[config.mk]
export PLATFORM = sky130hd
export DESIGN_NAME = mc_controller
export DESIGN_NICKNAME = d
export VERILOG_FILES = /design/src/rtl/mips_pkg.sv /design/src/rtl/mc_aludec.sv /design/src/rtl/mc_controller.sv
export SDC_FILE = /design/constraint.sdc
export NUM_CORES = 1
export LEC_CHECK = 0
export CAP_MARGIN = 5
export CORE_MARGIN = 2
export CORE_UTILIZATION = 37
export CTS_CLUSTER_SIZE = 10
export DETAILED_ROUTE_END_ITERATION = 7
export PLACE_DENSITY = 0.88
export SLEW_MARGIN = 5
export SYNTH_ARGS = -nofsm -noshare
export SYNTH_HDL_FRONTEND = slang
export SYNTH_SLANG_ARGS = --single-unit
[constraint.sdc]
create_clock -name clk -period 1.1 [get_ports clk]
set_input_delay 0.11 -clock clk [delete_from_list [all_inputs] [get_ports clk]]
set_output_delay 0.11 -clock clk [all_outputs]
set_load 0.02 [all_outputs]
[src/rtl/mips_pkg.sv]
// Shared encodings for the multicycle MIPS control path: FSM states, opcodes,
// funct codes, ALU controls and datapath mux selects.
package mips_pkg;

  typedef enum logic [3:0] {
    S_FETCH    = 4'd0,
    S_DECODE   = 4'd1,
    S_MEMADR   = 4'd2,
    S_MEMRD    = 4'd3,
    S_MEMWB    = 4'd4,
    S_MEMWR    = 4'd5,
    S_EXECUTE  = 4'd6,
    S_ALUWB    = 4'd7,
    S_BRANCH   = 4'd8,
    S_ADDIEXEC = 4'd9,
    S_ADDIWB   = 4'd10,
    S_JUMP     = 4'd11
  } state_t;

  localparam logic [5:0] OP_RTYPE = 6'b000000;
  localparam logic [5:0] OP_LW    = 6'b100011;
  localparam logic [5:0] OP_SW    = 6'b101011;
  localparam logic [5:0] OP_BEQ   = 6'b000100;
  localparam logic [5:0] OP_ADDI  = 6'b001000;
  localparam logic [5:0] OP_J     = 6'b000010;

  localparam logic [5:0] FN_ADD = 6'b100000;
  localparam logic [5:0] FN_SUB = 6'b100010;
  localparam logic [5:0] FN_AND = 6'b100100;
  localparam logic [5:0] FN_OR  = 6'b100101;
  localparam logic [5:0] FN_SLT = 6'b101010;

  localparam logic [2:0] ALU_AND  = 3'b000;
  localparam logic [2:0] ALU_OR   = 3'b001;
  localparam logic [2:0] ALU_ADD  = 3'b010;
  localparam logic [2:0] ALU_SUB  = 3'b110;
  localparam logic [2:0] ALU_SLT  = 3'b111;

  // 11 means the ALU is idle; alucontrol then reads as 000.
  localparam logic [1:0] ALUOP_ADD   = 2'b00;
  localparam logic [1:0] ALUOP_SUB   = 2'b01;
  localparam logic [1:0] ALUOP_FUNCT = 2'b10;
  localparam logic [1:0] ALUOP_NONE  = 2'b11;

  localparam logic [1:0] SRCB_REG   = 2'b00;
  localparam logic [1:0] SRCB_FOUR  = 2'b01;
  localparam logic [1:0] SRCB_IMM   = 2'b10;
  localparam logic [1:0] SRCB_IMMSH = 2'b11;

  localparam logic [1:0] PC_ALU    = 2'b00;
  localparam logic [1:0] PC_ALUOUT = 2'b01;
  localparam logic [1:0] PC_JUMP   = 2'b10;

endpackage

[src/rtl/mc_aludec.sv]
// ALU decoder: maps (aluop, funct) to alucontrol; funct_valid flags a supported
// R-type funct regardless of aluop. Purely combinational.
module mc_aludec
  import mips_pkg::*;
(
  input  logic [1:0] aluop,
  input  logic [5:0] funct,
  output logic [2:0] alucontrol,
  output logic       funct_valid
);

  logic [2:0] rtype_ctl;

  always_comb begin
    funct_valid = 1'b1;
    rtype_ctl   = ALU_AND;
    case (funct)
      FN_ADD:  rtype_ctl = ALU_ADD;
      FN_SUB:  rtype_ctl = ALU_SUB;
      FN_AND:  rtype_ctl = ALU_AND;
      FN_OR:   rtype_ctl = ALU_OR;
      FN_SLT:  rtype_ctl = ALU_SLT;
      default: funct_valid = 1'b0;
    endcase
  end

  always_comb begin
    alucontrol = 3'b000;
    case (aluop)
      ALUOP_ADD:   alucontrol = ALU_ADD;
      ALUOP_SUB:   alucontrol = ALU_SUB;
      ALUOP_FUNCT: alucontrol = rtype_ctl;
      default:     alucontrol = 3'b000;
    endcase
  end

endmodule

[src/rtl/mc_controller.sv]
// Multicycle MIPS control FSM with Moore outputs; lw 5, sw/R/addi 4, beq/j 3 cycles.
// FETCH, MEMRD and MEMWR stall one cycle per cycle of mem_ready=0.
module mc_controller
  import mips_pkg::*;
(
  input  logic       clk,
  input  logic       reset,
  input  logic [5:0] op,
  input  logic [5:0] funct,
  input  logic       zero,
  input  logic       mem_ready,
  output logic       iord,
  output logic       memwrite,
  output logic       irwrite,
  output logic       regdst,
  output logic       memtoreg,
  output logic       regwrite,
  output logic       alusrca,
  output logic [1:0] alusrcb,
  output logic [1:0] pcsrc,
  output logic [2:0] alucontrol,
  output logic       pcen,
  output logic       instr_done,
  output logic       illegal
);

  state_t     state, next;
  logic       is_store;
  logic       pcwrite, branch;
  logic [1:0] aluop;
  logic       funct_valid;

  mc_aludec u_aludec (
    .aluop       (aluop),
    .funct       (funct),
    .alucontrol  (alucontrol),
    .funct_valid (funct_valid)
  );

  // lw/sw is latched in DECODE so MEMADR never looks at op again.
  always_ff @(posedge clk) begin
    if (reset) begin
      state    <= S_FETCH;
      is_store <= 1'b0;
    end else begin
      state <= next;
      if (state == S_DECODE) is_store <= (op == OP_SW);
    end
  end

  always_comb begin
    next       = S_FETCH;
    iord       = 1'b0;
    memwrite   = 1'b0;
    irwrite    = 1'b0;
    regdst     = 1'b0;
    memtoreg   = 1'b0;
    regwrite   = 1'b0;
    alusrca    = 1'b0;
    alusrcb    = SRCB_REG;
    pcsrc      = PC_ALU;
    aluop      = ALUOP_NONE;
    pcwrite    = 1'b0;
    branch     = 1'b0;
    instr_done = 1'b0;
    illegal    = 1'b0;
    case (state)
      S_FETCH: begin
        alusrcb = SRCB_FOUR;
        aluop   = ALUOP_ADD;
        irwrite = mem_ready;
        pcwrite = mem_ready;
        next    = mem_ready ? S_DECODE : S_FETCH;
      end
      S_DECODE: begin
        alusrcb = SRCB_IMMSH;
        aluop   = ALUOP_ADD;
        case (op)
          OP_LW, OP_SW: next = S_MEMADR;
          OP_RTYPE: begin
            if (funct_valid) next = S_EXECUTE;
            else illegal = 1'b1;
          end
          OP_BEQ:  next = S_BRANCH;
          OP_ADDI: next = S_ADDIEXEC;
          OP_J:    next = S_JUMP;
          default: illegal = 1'b1;
        endcase
      end
      S_MEMADR: begin
        alusrca = 1'b1;
        alusrcb = SRCB_IMM;
        aluop   = ALUOP_ADD;
        next    = is_store ? S_MEMWR : S_MEMRD;
      end
      S_MEMRD: begin
        iord = 1'b1;
        next = mem_ready ? S_MEMWB : S_MEMRD;
      end
      S_MEMWB: begin
        memtoreg   = 1'b1;
        regwrite   = 1'b1;
        instr_done = 1'b1;
      end
      S_MEMWR: begin
        iord       = 1'b1;
        memwrite   = 1'b1;
        instr_done = mem_ready;
        next       = mem_ready ? S_FETCH : S_MEMWR;
      end
      S_EXECUTE: begin
        alusrca = 1'b1;
        aluop   = ALUOP_FUNCT;
        next    = S_ALUWB;
      end
      S_ALUWB: begin
        regdst     = 1'b1;
        regwrite   = 1'b1;
        instr_done = 1'b1;
      end
      S_BRANCH: begin
        alusrca    = 1'b1;
        aluop      = ALUOP_SUB;
        pcsrc      = PC_ALUOUT;
        branch     = 1'b1;
        instr_done = 1'b1;
      end
      S_ADDIEXEC: begin
        alusrca = 1'b1;
        alusrcb = SRCB_IMM;
        aluop   = ALUOP_ADD;
        next    = S_ADDIWB;
      end
      S_ADDIWB: begin
        regwrite   = 1'b1;
        instr_done = 1'b1;
      end
      S_JUMP: begin
        pcsrc      = PC_JUMP;
        pcwrite    = 1'b1;
        instr_done = 1'b1;
      end
      default: next = S_FETCH;
    endcase

    // Reset shows FETCH selects with every strobe held low.
    if (reset) begin
      next       = S_FETCH;
      iord       = 1'b0;
      memwrite   = 1'b0;
      irwrite    = 1'b0;
      regdst     = 1'b0;
      memtoreg   = 1'b0;
      regwrite   = 1'b0;
      alusrca    = 1'b0;
      alusrcb    = SRCB_FOUR;
      pcsrc      = PC_ALU;
      aluop      = ALUOP_ADD;
      pcwrite    = 1'b0;
      branch     = 1'b0;
      instr_done = 1'b0;
      illegal    = 1'b0;
    end
  end

  assign pcen = pcwrite | (branch & zero);

endmodule

==> impl_metrics.py, run 1 <==
metrics = {
    "status": {
        "stop_stage": "clock tree synthesis (4_1_cts)",
        "stop_error": "[ERROR DPL-0038] Utilization greater than 100%, impossible to legalize",
        "status": "stopped before the end",
    },
    "synthesis": {
        "synth_cell_type_count": 42,
        "synthTopCellsByArea": "dfxtp_1, a21oi_1, nor3_1",
        "yosys_warnings": 0,
        "synth_top_area_share_pct": 13.8,
        "avgSynthCellArea_um2": 6.89,
        "synthCells": 105,
        "synth_fp_nets": 121,
        "yosys.area.top_type": "dfxtp_1",
        "synth-seq-cells": 5,
        "netlist_area_um2": 723,
        "ys_seq_area_share_pct": 13.8,
        "synth_edf_count": 0,
        "async_reset_ff_share_pct": 0,
        "synth_flop_cell": "dfxtp_1",
    },
    "floorplan": {
        "dieHeight_um": 48.2,
        "initial_core_util_pct": 40.6,
        "io_pins": 33,
        "die_width_um": 48.2,
        "row_count": 15,
    },
    "clocking": {
        "cts.repair.resized": 168,
        "cts_sinks": 5,
        "cts-root-buf": "clkbuf_4",
        "cts_setup_buffers": 15,
        "htree_num_levels": 1,
        "cts_buffers": 3,
        "cts-hold-fix-buffers": 0,
        "cts_max_path_buffers": 2,
    },
    "placed_design": {
        "port-buffer-count": 32,
        "place_congestion": 0.874,
        "placed_area_mm2": 0.00153,
        "preCtsSetupSlack_ps": -1060,
        "placedCellCount": 196,
        "dp_hpwl_um": 2720,
    },
}
-- cells by family after synthesis --
group,count (synthesis),share of synthesized area [%]
xor gates and xnor gates,3,3.63
muxes,2,3.46
DFF,5,13.8
buffers and inverters,10,6.40
and+or+nand+nor,53,44.6
AOI/OAI and AO/OA,32,28.0
-- stage by stage --
step | hold slack [ps] | utilization [%]
after floorplan | 262 | -
after detailed placement | 491 | 85.9
after global placement | 478 | 85.9
-- Yosys cell counts, types with 2 or more instances --
cell type,instances
a31oi_1,2
nor2_1,7
buf_2,4
nand2b_1,6
dfxtp_1,5
xor2_1,2
nand2_1,6
or3_1,2
inv_1,3
o211ai_1,2
nor4_1,2
or3b_1,2
a21oi_1,12
a21o_1,2
o21ai_0,6
nand3_1,6
nor2b_1,4
nor3_1,8
==> inputs of run 2 (changes only) <==
--- a/config.mk
+++ b/config.mk
@@ -6,11 +6,10 @@
 export NUM_CORES = 1
 export LEC_CHECK = 0
 export CAP_MARGIN = 5
-export CORE_MARGIN = 2
-export CORE_UTILIZATION = 37
-export CTS_CLUSTER_SIZE = 10
+export CORE_AREA = 2 2 63 65
 export DETAILED_ROUTE_END_ITERATION = 7
-export PLACE_DENSITY = 0.88
+export DIE_AREA = 0 0 65 67
+export PLACE_DENSITY_LB_ADDON = 0.15
 export SLEW_MARGIN = 5
 export SYNTH_ARGS = -nofsm -noshare
 export SYNTH_HDL_FRONTEND = slang
==> constraint.sdc (replaced) <==
create_clock -name clk -period 1.43 [get_ports clk]
set_input_delay 0.143 -clock clk [delete_from_list [all_inputs] [get_ports clk]]
set_output_delay 0.143 -clock clk [all_outputs]
set_load 0.02 [all_outputs]
==> run 2 against run 1 <==
  * The flow now finishes, with violations (setup timing)
  * Synthesized cell count stayed put
  * Synthesized area stayed put
==> impl_metrics.py, run 2 <==
metrics = {
    "status": {
        "status": "finished, violations left",
        "violations": "setup timing",
    },
    "placed_design": {
        "port-buffer-count": 32,
        "dp_hpwl_um": 2140,
        "placedCellCount": 219,
        "place_congestion": 0.775,
    },
    "global_route": {
        "antenna_found_initial": 0,
        "grt-ovfl-total": 0,
        "grt_usage_pct": 13.9,
        "grt_pass1_wl_um": 4910,
        "grt_start_max_net_pins": 9,
        "grt_pass1_vias": 1155,
    },
    "synthesis": {
        "synth_flop_cell": "dfxtp_1",
        "avgSynthCellArea_um2": 6.89,
        "netlist_area_um2": 723,
        "yosys_warnings": 0,
        "synthTopCellsByCount": "a21oi_1, nor3_1, nor2_1",
        "async_reset_ff_share_pct": 0,
        "yosys.area.top_type": "dfxtp_1",
        "synthCells": 105,
        "ys_seq_area_share_pct": 13.8,
        "synth_cell_type_count": 42,
        "synth_fp_nets": 121,
        "synth_most_common_cell": "a21oi_1",
        "synth_edf_count": 0,
        "synth-seq-cells": 5,
        "synthTopCellsByArea": "dfxtp_1, a21oi_1, nor3_1",
        "synth_top_area_share_pct": 13.8,
    },
    "floorplan": {
        "io_pins": 33,
        "die_area_mm2": 0.00436,
        "core_mm2": 0.00361,
        "initial_core_util_pct": 20.1,
        "row_count": 22,
        "die_width_um": 65,
        "dieHeight_um": 67,
    },
    "timing": {
        "finalSetupViolCount": 9,
        "setup_ws_ps": -117,
        "worst_pin_slew_ps": 299,
        "hold_violations": 0,
        "hold_slack_ps": 423,
        "min_period_ps": 1550,
        "rsz0062_at_grt": "true",
        "timing.final.crit_share_pct": 108,
        "max_freq_mhz": 647,
        "slew_headroom_pct": 80.0,
        "finClkSkew_ps": 1.53,
        "maxSlewViolCount": 0,
    },
    "flow_run": {
        "maxCapViolations": 0,
    },
    "layout": {
        "final_net_count": 203,
        "largest_register_ffs": 4,
        "drive_above_1_share_pct": 56.5,
        "instances_no_fill": 234,
        "top_register": "state",
        "layout_common_cells": "buf_4, a21oi_1, dlygate4sd2_1",
        "antenna_cells": 0,
        "area_growth_syn_to_layout_pct": 127,
        "top_regs": "state x4, is_store x1",
        "fillers": 387,
        "final_common_cell": "buf_4",
    },
    "pwr": {
        "power.density_mw_per_mm2": 434,
        "vdd_drop_max_uv": 476,
        "power_leakage_nw": 0.693,
    },
    "detailed_routing": {
        "vias": 1070,
        "routed_wl_um": 2810,
        "drtIter0Drc": 11,
        "drc": 0,
        "viasPerCell": 4.57,
        "drt-wirelength-per-cell_um": 12.0,
        "antenna_left": 0,
        "first_pass_iters": 4,
    },
    "worst_setup_path": {
        "crit_path_end_kind": "output port",
        "cp-start-kind": "flip-flop",
        "arrival_ps": 1400,
        "cp.required_ps": 1290,
        "path_max_fanout": 7,
        "worstSetupPathType": "reg2out",
        "reg2regPathDepth": 6,
    },
    "worst_hold_path": {
        "hp-class": "in2reg",
        "whs_path_depth": 4,
    },
    "clocking": {
        "cts_tree": "yes",
        "insertion_delay_ps": 220,
        "htree_num_levels": 1,
        "cts_max_path_buffers": 2,
        "cts_buffers": 3,
        "clkTransAtPathRegs_ps": 30,
        "cts-root-buf": "clkbuf_8",
        "cts_sinks": 5,
    },
}
==> run 2: what timing repair did <==
action | 4_1_cts | 5_1_grt
hold buffers | 0 | 0
buffers inserted | 11 | 0
hold endpoints to repair | 0 | 0
endpoints found under the setup margin | 22 | 21
resized for setup | 125 | 25
pin swaps | 13 | 13
==> run 2: layout make-up <==
cell class / count / area, um^2 / area share (%)
Timing Repair Buffer: 83 / 679 / 41.5
Inverter: 4 / 15.0 / 0.916
Tap cell: 48 / 60.1 / 3.66
Clock buffer: 4 / 45.0 / 2.75
Sequential cell: 5 / 115 / 7.02
Multi-Input combinational cell: 90 / 724 / 44.2
==> run 2: worst max-delay path, stage by stage, from the launching register on <==
cell	delay, ps
dfxtp_4	390
nand3b_1	160
or3_4	360
a21oi_2	160
buf_6	130
==> run 2: layer usage <==
metal | share of wire, % | vias to the layer above | wire length [um] | track usage, %
met5 | 0 | - | 0 | 0
met4 | 0 | 0 | 0 | 3.19
met3 | 3.1 | 0 | 87 | 1.18
met2 | 50 | 14 | 1400 | 24.2
met1 | 47 | 502 | 1320 | 18.4
li1 | - | 554 | - | -
==> run 2: logic make-up (layout without fill, tap and decap cells) <==
group / after synthesis / after routing / share of synthesized area, %
compound gates: 32 / 32 / 28.0
xor+xnor: 3 / 3 / 3.63
buf+inv: 10 / 91 / 6.40
flops: 5 / 5 / 13.8
mux: 2 / 2 / 3.46
simple gates: 53 / 53 / 44.6
==> run 2: final timing paths <==
check                              start             to  slack, ps
worst max-delay path            state[1]  alucontrol[2]       -120
worst min-delay path               op[3]       is_store        420
worst max register to register  state[1]       state[2]         60
worst min register to register  is_store       is_store        500
==> run 2: through the flow <==
| stage | power [mW] | area [um^2] | util (%) | setup slack [ps] | setup TNS, ps |
|---|---|---|---|---|---|
| floorplan | 0.267 | 744 | - | 21.4 | 0 |
| global placement | 0.434 | 1390 | 38.7 | -782 | -10350 |
| detailed placement | 0.436 | 1390 | 38.7 | -728 | -9910 |
| CTS | 0.702 | 1550 | 43.0 | -103 | -461 |
| global route | 0.760 | 1640 | 45.5 | -178 | -1400 |
| finish | 0.712 | 1640 | 45.5 | -117 | -401 |
==> run 2: power by group <==
part           total, mW  switching (mW)  internal [mW]
Combinational      0.310           0.145          0.165
Clock              0.252          0.0612          0.191
Sequential         0.150         0.00957          0.141
Total              0.712           0.216          0.496
Note: power is estimated with default switching activity, not from simulation.
